### config.mk
export PLATFORM = sky130hd
export DESIGN_NAME = mode_select_menu
export DESIGN_NICKNAME = d
export VERILOG_FILES = /design/src/rtl/pong_text_pkg.sv /design/src/rtl/menu_blink_timer.sv /design/src/rtl/mode_select_menu.sv
export SDC_FILE = /design/constraint.sdc
export NUM_CORES = 1
export LEC_CHECK = 0
export CORE_ASPECT_RATIO = 1.25
export CORE_MARGIN = 3
export CORE_UTILIZATION = 35
export CTS_CLUSTER_DIAMETER = 80
export CTS_CLUSTER_SIZE = 12
export DETAILED_ROUTE_END_ITERATION = 16
export GPL_ROUTABILITY_DRIVEN = 0
export MAX_ROUTING_LAYER = met4
export PLACE_DENSITY_LB_ADDON = 0.12
export SYNTH_ARGS = -nofsm -noshare
export SYNTH_HDL_FRONTEND = slang
export SYNTH_SLANG_ARGS = --single-unit
### constraint.sdc
create_clock -name clk -period 2.2 [get_ports clk]
set_input_delay 0.66 -clock clk [delete_from_list [all_inputs] [get_ports clk]]
set_output_delay 0.66 -clock clk [all_outputs]
set_load 0.03 [all_outputs]
### src/rtl/pong_text_pkg.sv
// Character codes and menu state encoding shared by the text renderers.
package pong_text_pkg;

    localparam logic [6:0] CH_BLANK  = 7'h20;
    localparam logic [6:0] CH_EXCL   = 7'h21;
    localparam logic [6:0] CH_DASH   = 7'h2D;
    localparam logic [6:0] CH_PERIOD = 7'h2E;
    localparam logic [6:0] CH_COLON  = 7'h3A;
    localparam logic [6:0] CH_GT     = 7'h3E;

    localparam logic [6:0] ZERO  = 7'h30, ONE   = 7'h31, TWO   = 7'h32, THREE = 7'h33;
    localparam logic [6:0] FOUR  = 7'h34, FIVE  = 7'h35, SIX   = 7'h36, SEVEN = 7'h37;
    localparam logic [6:0] EIGHT = 7'h38, NINE  = 7'h39;

    localparam logic [6:0] CAP_A = 7'h41, CAP_B = 7'h42, CAP_C = 7'h43, CAP_D = 7'h44;
    localparam logic [6:0] CAP_E = 7'h45, CAP_F = 7'h46, CAP_G = 7'h47, CAP_H = 7'h48;
    localparam logic [6:0] CAP_I = 7'h49, CAP_J = 7'h4A, CAP_K = 7'h4B, CAP_L = 7'h4C;
    localparam logic [6:0] CAP_M = 7'h4D, CAP_N = 7'h4E, CAP_O = 7'h4F, CAP_P = 7'h50;
    localparam logic [6:0] CAP_Q = 7'h51, CAP_R = 7'h52, CAP_S = 7'h53, CAP_T = 7'h54;
    localparam logic [6:0] CAP_U = 7'h55, CAP_V = 7'h56, CAP_W = 7'h57, CAP_X = 7'h58;
    localparam logic [6:0] CAP_Y = 7'h59, CAP_Z = 7'h5A;

    localparam logic [0:0] ST_BROWSE = 1'b0;
    localparam logic [0:0] ST_LOCKED = 1'b1;

    function automatic logic [6:0] mode_word_char(input int idx);
        case (idx)
            0:       return CAP_M;
            1:       return CAP_O;
            2:       return CAP_D;
            3:       return CAP_E;
            default: return CH_BLANK;
        endcase
    endfunction

    function automatic logic [6:0] select_word_char(input int idx);
        case (idx)
            0:       return CAP_S;
            1:       return CAP_E;
            2:       return CAP_L;
            3:       return CAP_E;
            4:       return CAP_C;
            5:       return CAP_T;
            default: return CH_BLANK;
        endcase
    endfunction

endpackage

### src/rtl/menu_blink_timer.sv
// Cursor blink: counts frame ticks and toggles blink_on every BLINK_FRAMES ticks.
module menu_blink_timer #(
    parameter int BLINK_FRAMES = 30
) (
    input  logic clk,
    input  logic reset_n,
    input  logic frame_tick,
    input  logic clear,
    input  logic freeze,
    output logic blink_on
);
    localparam int CNT_W = (BLINK_FRAMES > 1) ? $clog2(BLINK_FRAMES) : 1;

    logic [CNT_W-1:0] r_cnt;
    logic             r_blink_on;

    // clear wins over a same-cycle frame tick so a moved cursor shows at once
    always_ff @(posedge clk) begin
        if (!reset_n) begin
            r_cnt      <= '0;
            r_blink_on <= 1'b1;
        end else if (clear) begin
            r_cnt      <= '0;
            r_blink_on <= 1'b1;
        end else if (frame_tick && !freeze) begin
            if (r_cnt == CNT_W'(BLINK_FRAMES - 1)) begin
                r_cnt      <= '0;
                r_blink_on <= ~r_blink_on;
            end else begin
                r_cnt <= r_cnt + CNT_W'(1);
            end
        end
    end

    assign blink_on = r_blink_on;

endmodule

### src/rtl/mode_select_menu.sv
// Mode-selection menu: title row plus one row per mode, blinking cursor,
// browse/lock selection FSM. state | meaning: BROWSE = cursor moves, LOCKED = mode confirmed.
module mode_select_menu
    import pong_text_pkg::*;
#(
    parameter int COLS         = 16,
    parameter int COL_W        = 4,
    parameter int ROW_W        = 4,
    parameter int NUM_MODES    = 4,
    parameter int MODE_W       = 2,
    parameter int BLINK_FRAMES = 30
) (
    input  logic                   clk,
    input  logic                   reset_n,
    input  logic [ROW_W+COL_W-1:0] char_xy,
    input  logic                   frame_tick,
    input  logic                   btn_up,
    input  logic                   btn_down,
    input  logic                   btn_sel,
    input  logic                   restart,
    output logic [6:0]             char_code,
    output logic [MODE_W-1:0]      mode,
    output logic                   mode_done,
    output logic                   menu_active
);
    logic [0:0]        r_state;
    logic [MODE_W-1:0] r_sel;
    logic [MODE_W-1:0] r_mode;
    logic              r_mode_done;
    logic [6:0]        r_char_code;

    logic              w_blink_on;
    logic              w_browse_idle;
    logic              w_move_up;
    logic              w_move_down;
    logic [6:0]        w_code;
    int                w_row_i;
    int                w_col_i;
    int                w_sel_i;

    assign w_browse_idle = (r_state == ST_BROWSE) && !restart && !btn_sel;
    assign w_move_up     = w_browse_idle && btn_up && !btn_down && (NUM_MODES > 1);
    assign w_move_down   = w_browse_idle && btn_down && !btn_up && (NUM_MODES > 1);

    menu_blink_timer #(
        .BLINK_FRAMES(BLINK_FRAMES)
    ) u_blink (
        .clk       (clk),
        .reset_n   (reset_n),
        .frame_tick(frame_tick),
        .clear     (w_move_up || w_move_down),
        .freeze    (r_state == ST_LOCKED),
        .blink_on  (w_blink_on)
    );

    assign w_row_i = int'(char_xy[ROW_W+COL_W-1:COL_W]);
    assign w_col_i = int'(char_xy[COL_W-1:0]);
    assign w_sel_i = int'(r_sel);

    always_comb begin
        w_code = CH_BLANK;
        if (w_col_i < COLS) begin
            if (w_row_i == 0) begin
                if (w_col_i < 4)
                    w_code = mode_word_char(w_col_i);
                else if (w_col_i >= COLS - 6)
                    w_code = select_word_char(w_col_i - (COLS - 6));
            end else if (w_row_i <= NUM_MODES) begin
                if (w_col_i == 0) begin
                    if ((w_row_i - 1 == w_sel_i) && (w_blink_on || r_state == ST_LOCKED))
                        w_code = CH_GT;
                end else if (w_col_i >= 2 && w_col_i <= 5) begin
                    w_code = mode_word_char(w_col_i - 2);
                end else if (w_col_i == 7) begin
                    w_code = ZERO + 7'(w_row_i);
                end
            end
        end
    end

    // restart outranks a same-cycle btn_sel; btn_sel outranks moves
    always_ff @(posedge clk) begin
        if (!reset_n) begin
            r_state     <= ST_BROWSE;
            r_sel       <= '0;
            r_mode      <= '0;
            r_mode_done <= 1'b0;
            r_char_code <= CH_BLANK;
        end else begin
            r_mode_done <= 1'b0;
            r_char_code <= w_code;
            if (restart) begin
                r_state <= ST_BROWSE;
            end else if (r_state == ST_BROWSE) begin
                if (btn_sel) begin
                    r_state     <= ST_LOCKED;
                    r_mode      <= r_sel;
                    r_mode_done <= 1'b1;
                end else if (w_move_up) begin
                    r_sel <= (r_sel == '0) ? MODE_W'(NUM_MODES - 1) : r_sel - MODE_W'(1);
                end else if (w_move_down) begin
                    r_sel <= (r_sel == MODE_W'(NUM_MODES - 1)) ? '0 : r_sel + MODE_W'(1);
                end
            end
        end
    end

    assign char_code   = r_char_code;
    assign mode        = r_mode;
    assign mode_done   = r_mode_done;
    assign menu_active = (r_state == ST_BROWSE);

endmodule

== Word level (Yosys, flattened, before mapping) ==
Index checks and enable logic that the tools add are counted.
W data, S select, Z words.

* Equal/unequal tests: 15
* Add/sub/neg operators: 7
* Multiplexer cells: 18
* Bitwise logic cells: 5
* Reductions and logical operators: 31
* Magnitude comparators: 6

{| class="wikitable"
|+ Operator list
! kind !! number
|-
| $logic_not A32 Y1 || 5
|-
| $eq A32 B2 Y1 const B || 4
|-
| $eq A32 B1 Y1 const B || 2
|-
| $eq A32 B3 Y1 const B || 2
|-
| $pmux W7 S4 || 2
|-
| $mux W7 || 7
|-
| $pmux W7 S5 || 1
|-
| $mux W5 || 2
|-
| $logic_and A1 B1 Y1 || 9
|-
| $eq A4 B2 Y1 const B || 2
|-
| $le A4 B3 Y1 const B || 2
|-
| $mux W2 || 4
|-
| $add A6 B4 Y7 const A || 1
|-
| $reduce_or A2 Y1 || 3
|-
| $add A5 B1 Y5 const B || 1
|-
| $eq A5 B3 Y1 || 1
|-
| $eq A5 B5 Y1 const B || 1
|-
| $logic_not A1 Y1 || 5
|-
| $lt A4 B5 Y1 const B || 1
|-
| $not A1 Y1 || 5
|-
| $sub A4 B1 Y5 const B || 1
|-
| $sub A4 B2 Y5 const B || 1
|-
| $sub A4 B4 Y5 const B || 1
|-
| $eq A4 B1 Y1 const B || 1
|-
| other kinds (15) || 18
|}

* Bits in registers: 19
* Output and inout bits: 11

== Logic depth before layout (Yosys ltp) ==
* Depth in word-level cells: 7
* Depth in mapped cells: 10
* Mapped depth without buffers: 9

== Hierarchy ==
Synthesis repeated with hierarchy kept, for this count alone.

* Cell total of the unflattened synthesis: 155
* Area total of the unflattened synthesis: 1286.2 um^2

{| class="wikitable"
|+ By module, submodules not included
! module !! instances !! area an instance (um^2) !! sequential area each (um^2) !! cells an instance
|-
| mode_select_menu || 1 || 982.2 || 260.2 || 122
|-
| menu_blink_timer || 1 || 304.0 || 120.1 || 33
|}

== Worst setup path before layout ==
Ideal clock, no wire load.

* Path kind: input to register
* Start: input port char_xy[2]
* End: register r_char_code[1] (netlist: char_code[1])
* Cell stages on the path: 8
* Data arrival time: 2.113 ns
* Data required time: 2.126 ns
* Slack: 0.013 ns
* Path buffers: 1
* Cells stage by stage: clkbuf_2 inv_1 ha_1 ha_1 or4_1 a21oi_1 a31oi_1 o21ai_0

* Longest elaborated chain between the ends: 7
* Elaborated cells on any way between the ends: 36
* Those cells by class: add/sub (2); order compare (5); eq/ne (12); mux (10); reduce/logical (7)

{| class="wikitable"
|+ RTL lines
! item !! line !! text
|-
| from (decl) || mode_select_menu.sv:15 || <nowiki>input logic [ROW_W+COL_W-1:0] char_xy,</nowiki>
|-
| $sub A4 B4 Y5 / $sub A4 B2 Y5 (equally long branches) || mode_select_menu.sv:67, mode_select_menu.sv:73 ||
|-
| $eq A32 B2 Y1 (tied with other cells) || pong_text_pkg.sv:37 || <nowiki>case (idx)</nowiki>
|-
| $reduce_or A2 Y1 (no line) / $pmux W7 S4 (equally long branches) || -- ||
|-
| $pmux W7 S5 / $mux W7 (equally long branches) || pong_text_pkg.sv:37, mode_select_menu.sv:72 ||
|-
| $mux W7, on equally long branches || mode_select_menu.sv:66, mode_select_menu.sv:69 ||
|-
| $mux W7, on equally long branches || mode_select_menu.sv:64, mode_select_menu.sv:68 ||
|-
| $mux W7 || mode_select_menu.sv:63 || <nowiki>if (w_row_i == 0) begin</nowiki>
|-
| to (signal assigned) || mode_select_menu.sv:91 || <nowiki>r_char_code <= w_code;</nowiki>
|-
| to (decl) || mode_select_menu.sv:30 || <nowiki>logic [6:0] r_char_code;</nowiki>
|}

Several ways; a longest one is shown, not always the timed one.
A chain may end at the register's enable or synchronous reset.

== Worst setup path after layout ==
* Start: input port char_xy[4]
* End: register r_char_code[2] (netlist: char_code[2])

* Longest elaborated chain between the ends: 7
* Elaborated cells on any way between the ends: 12
* Those cells by class: add/sub (2); order compare (1); eq/ne (1); mux (6); reduce/logical (2)

{| class="wikitable"
|+ RTL lines
! item !! line !! text
|-
| $sub A4 B1 Y5 || mode_select_menu.sv:70 || <nowiki>if ((w_row_i - 1 == w_sel_i) && (w_blink_on || r_state == ST_LOCKED))</nowiki>
|-
| $eq A5 B3 Y1 || mode_select_menu.sv:70 ||
|-
| $logic_and A1 B1 Y1 || mode_select_menu.sv:70 ||
|-
| $mux W5 || mode_select_menu.sv:70 ||
|-
| $mux W7 || mode_select_menu.sv:69 || <nowiki>if (w_col_i == 0) begin</nowiki>
|-
| $mux W7 || mode_select_menu.sv:68 || <nowiki>end else if (w_row_i <= NUM_MODES) begin</nowiki>
|-
| $mux W7 (*) || mode_select_menu.sv:63 ||
|}

Every way passes the cells marked *; elsewhere a longest branch is shown, timed or not.

==> reports/qor.csv <==
metric,value,unit
status,completed,
cts_root_buffer,clkbuf_8,
worstMarginPinSlew,0.543,ns
tns,0,ns
path_delay_family,compound AO/OA/AOI/OAI gates,
htreeDepth,1,
insertion_delay,0.25,ns
first_pass_iters,4,
netlist_area,1290,um^2
cts_num_sinks,19,
ys_seq_area_share,29.5,%
final-max-slew-violation-count,0,
hp-class,register to register,
avgSynthCellArea,7.97,um^2
cts_buffers,3,
grt_max_degree,12,
grt_usage,16.4,%
intPower,609,uW
ys_async_sr_fraction,0,%
critPathSlowestCell,clkdlybuf4s50_1,
synth_edf_count,0,
cp.arrival,2.26,ns
vdd_ir_drop_max,356,uV
fp.dieH,73.9,um
cts.clk_slew.worst_paths,0.07,ns
fmax,477,MHz
grt_busiest_layer,met2,
final_cell_area,1920,um^2
use_met2,30.6,%
grt_pass1_vias,1332,
grt_antenna_before_repair,0,
critPathKind,input port to register,
leakagePower,0.000757,uW
cap_viol_max_count,0,
power_frac_clock,27.7,%
ios,26,
seqPwrFrac,43.7,%
post_dp_cell_area,1780,um^2
skew,0.00137,ns
num_antenna_cells,0,
place_ws,-0.396,ns
drt-total-wl,3.24,mm
cellPowerDensity,436,nW/um^2
io_buffers,25,
setup_viol,0,
synth_flop_cell,dfxtp_1,
grt_util_met1,15.3,%
crit_required,2.36,ns
yosys_warnings,0,
drt_iter0_markers,50,
ys_seq_elements,19,
start_util,36.8,%
fin_ws,0.103,ns
cts_max_path_buffers,2,
hold_viol_final,0,
syn-instance-count,162,
drive_above_1_share,24.7,%
syn_to_final_growth,48.8,%
period_minus_slack,2.10,ns
dieArea,4460,um^2
synth.distinct_cells,46,
drc,0,
vias_per_cell,5.13,
critPathMaxFanout,6,
die_x,60.3,um
vias,1302,
cp_slowest_stage_delay,0.48,ns
pwr-share-comb,28.7,%
switching_power,229,uW
nets,241,
relSlewSlack,63.4,%
grt_pass1_wl,5.43,mm
core,3510,um^2
dpl.hpwl,2.66,mm
drt.antenna.violating_nets,0,
path_buf_inv,2,
syn-num-nets,187,
hold_buffers,0,
met3_usage,2.46,%
swShare,27.3,%
post_drt_wl_per_cell,12.8,um
startpoint_type,input port,
grt-ovfl-total,0,
cp_cell_sequence,clkdlybuf4s50_1 > inv_1 > ha_4 > o21bai_1 > o21a_1 > o21ai_2 > a21boi_0 > o31ai_1,
cts_tree,built,
rows,24,
cts_setup_buffers,0,
rsz0062_at_grt,yes,
total_power,838,uW
endpoint_kind,register,
final.period_utilization,95.3,%
-- worst paths after layout --
| check | endpoint | slack [ns] | cells after the start | start |
|---|---|---|---|---|
| setup / recovery | char_code[2]$_SDFF_PN0_ | 0.10 | 8 | char_xy[4] |
| hold / removal | u_blink.blink_on$_SDFFE_PP1P_ | 0.52 | 2 | u_blink.blink_on$_SDFFE_PP1P_ |
| setup reg to reg | r_sel[1]$_SDFFE_PN0P_ | 0.65 | 6 | r_sel[0]$_SDFFE_PN0P_ |
| hold reg to reg | u_blink.blink_on$_SDFFE_PP1P_ | 0.52 | 2 | u_blink.blink_on$_SDFFE_PP1P_ |
-- cell usage in the layout (no fill, tap or decap), types with 2 or more instances in the layout --
| master | instances |
|---|---|
| ha_4 | 3 |
| nand4_1 | 2 |
| clkbuf_8 | 3 |
| nand2b_1 | 5 |
| o21a_1 | 2 |
| nor2b_1 | 7 |
| a211oi_1 | 2 |
| nand2_1 | 11 |
| a21oi_1 | 7 |
| o21ai_2 | 2 |
| nor3b_1 | 2 |
| o21ai_1 | 2 |
| nand3_1 | 5 |
| inv_1 | 8 |
| nor2_1 | 18 |
| dfxtp_1 | 19 |
| and4b_1 | 2 |
| nor3_1 | 3 |
| mux2i_1 | 2 |
| xor2_1 | 4 |
| and2_1 | 2 |
| o21ai_0 | 11 |
| inv_2 | 3 |
| ha_1 | 7 |
| clkdlybuf4s50_1 | 23 |
| a21boi_0 | 2 |
| a211oi_2 | 2 |
| buf_4 | 28 |
-- power groups by stage --
| stage | Sequential, uW | Clock, uW | Combinational [uW] |
|---|---|---|---|
| after floorplan | 378 | 0 | 106 |
| after global placement | 373 | 0 | 213 |
| after CTS | 365 | 243 | 230 |
| after detailed placement | 373 | 0 | 217 |
| final | 366 | 232 | 240 |
| after global routing | 367 | 257 | 264 |
-- tightest hold or removal path, stage by stage (launching register included) --
cell and delay (ns):
dfxtp_1 0.32, o21ai_0 0.07, nand3_1 0.08
-- stage by stage --
step	utilization, %	instances	hold slack, ns
after floorplan	-	162	0.476
after global placement	50.6	250	0.493
after detailed placement	50.6	250	0.510
after CTS	53.5	254	0.527
after global routing	54.7	254	0.534
final	54.7	254	0.515
-- timing repair --
item | in CTS | in global routing
gates resized for setup | 14 | 10
setup endpoints to repair | 7 | 7
cloned | 0 | 0
pin swaps | 2 | 3
-- synthesized netlist by cell type (2+ instances only) --
library cell | number | share of area, %
nor2b_1 | 7 | 3.4
nor2_1 | 19 | 5.5
dfxtp_1 | 19 | 29
a21boi_0 | 2 | 1.2
buf_4 | 2 | 1.2
ha_1 | 10 | 9.7
o21ai_1 | 2 | 0.78
and4b_1 | 2 | 1.6
nand2b_1 | 5 | 2.4
nand3_1 | 5 | 1.9
a21oi_1 | 8 | 3.1
nand4_1 | 2 | 0.97
and2_1 | 2 | 0.97
xnor2_1 | 2 | 1.4
mux2i_1 | 2 | 1.6
o21a_1 | 2 | 1.2
a211oi_1 | 4 | 2.3
nor3_1 | 3 | 1.2
nor3b_1 | 3 | 1.7
nand2_1 | 11 | 3.2
inv_1 | 10 | 2.9
o21ai_0 | 13 | 5.0
xor2_1 | 4 | 2.7
-- metal layers --
| layer | up-vias | routed length [um] |
|---|---|---|
| met2 | 29 | 1800 |
| li1 | 674 | - |
| met4 | 0 | 88 |
| met5 | - | 0 |
| met1 | 591 | 1240 |
| met3 | 8 | 107 |
-- layout make-up --
class,instances,area (um^2)
timing repair buffer,54,473
multi-input combinational,127,933
fill,346,1590
tap,39,48.8
inverter,11,41.3
clock buffer,4,45.0
sequential,19,380
-- cell families (layout without fill, tap and decap cells) --
| logic type | count (synthesis) | in the layout | synth area share [%] |
|---|---|---|---|
| buffers and inverters | 16 | 69 | 5.43 |
| xor gates and xnor gates | 6 | 6 | 4.07 |
| muxes | 2 | 2 | 1.55 |
| adders and majority gates | 10 | 10 | 9.69 |
| and+or+nand+nor | 67 | 67 | 28.9 |
| AOI/OAI and AO/OA | 42 | 42 | 20.9 |
| DFF | 19 | 19 | 29.5 |
-- registers in the layout, indices dropped and copies added, names as in the netlist --
name              flops
char_code             7
u_blink.r_cnt         5
mode                  2
r_sel                 2
mode_done             1
r_state               1
u_blink.blink_on      1
(Power assumes the default switching activity.)
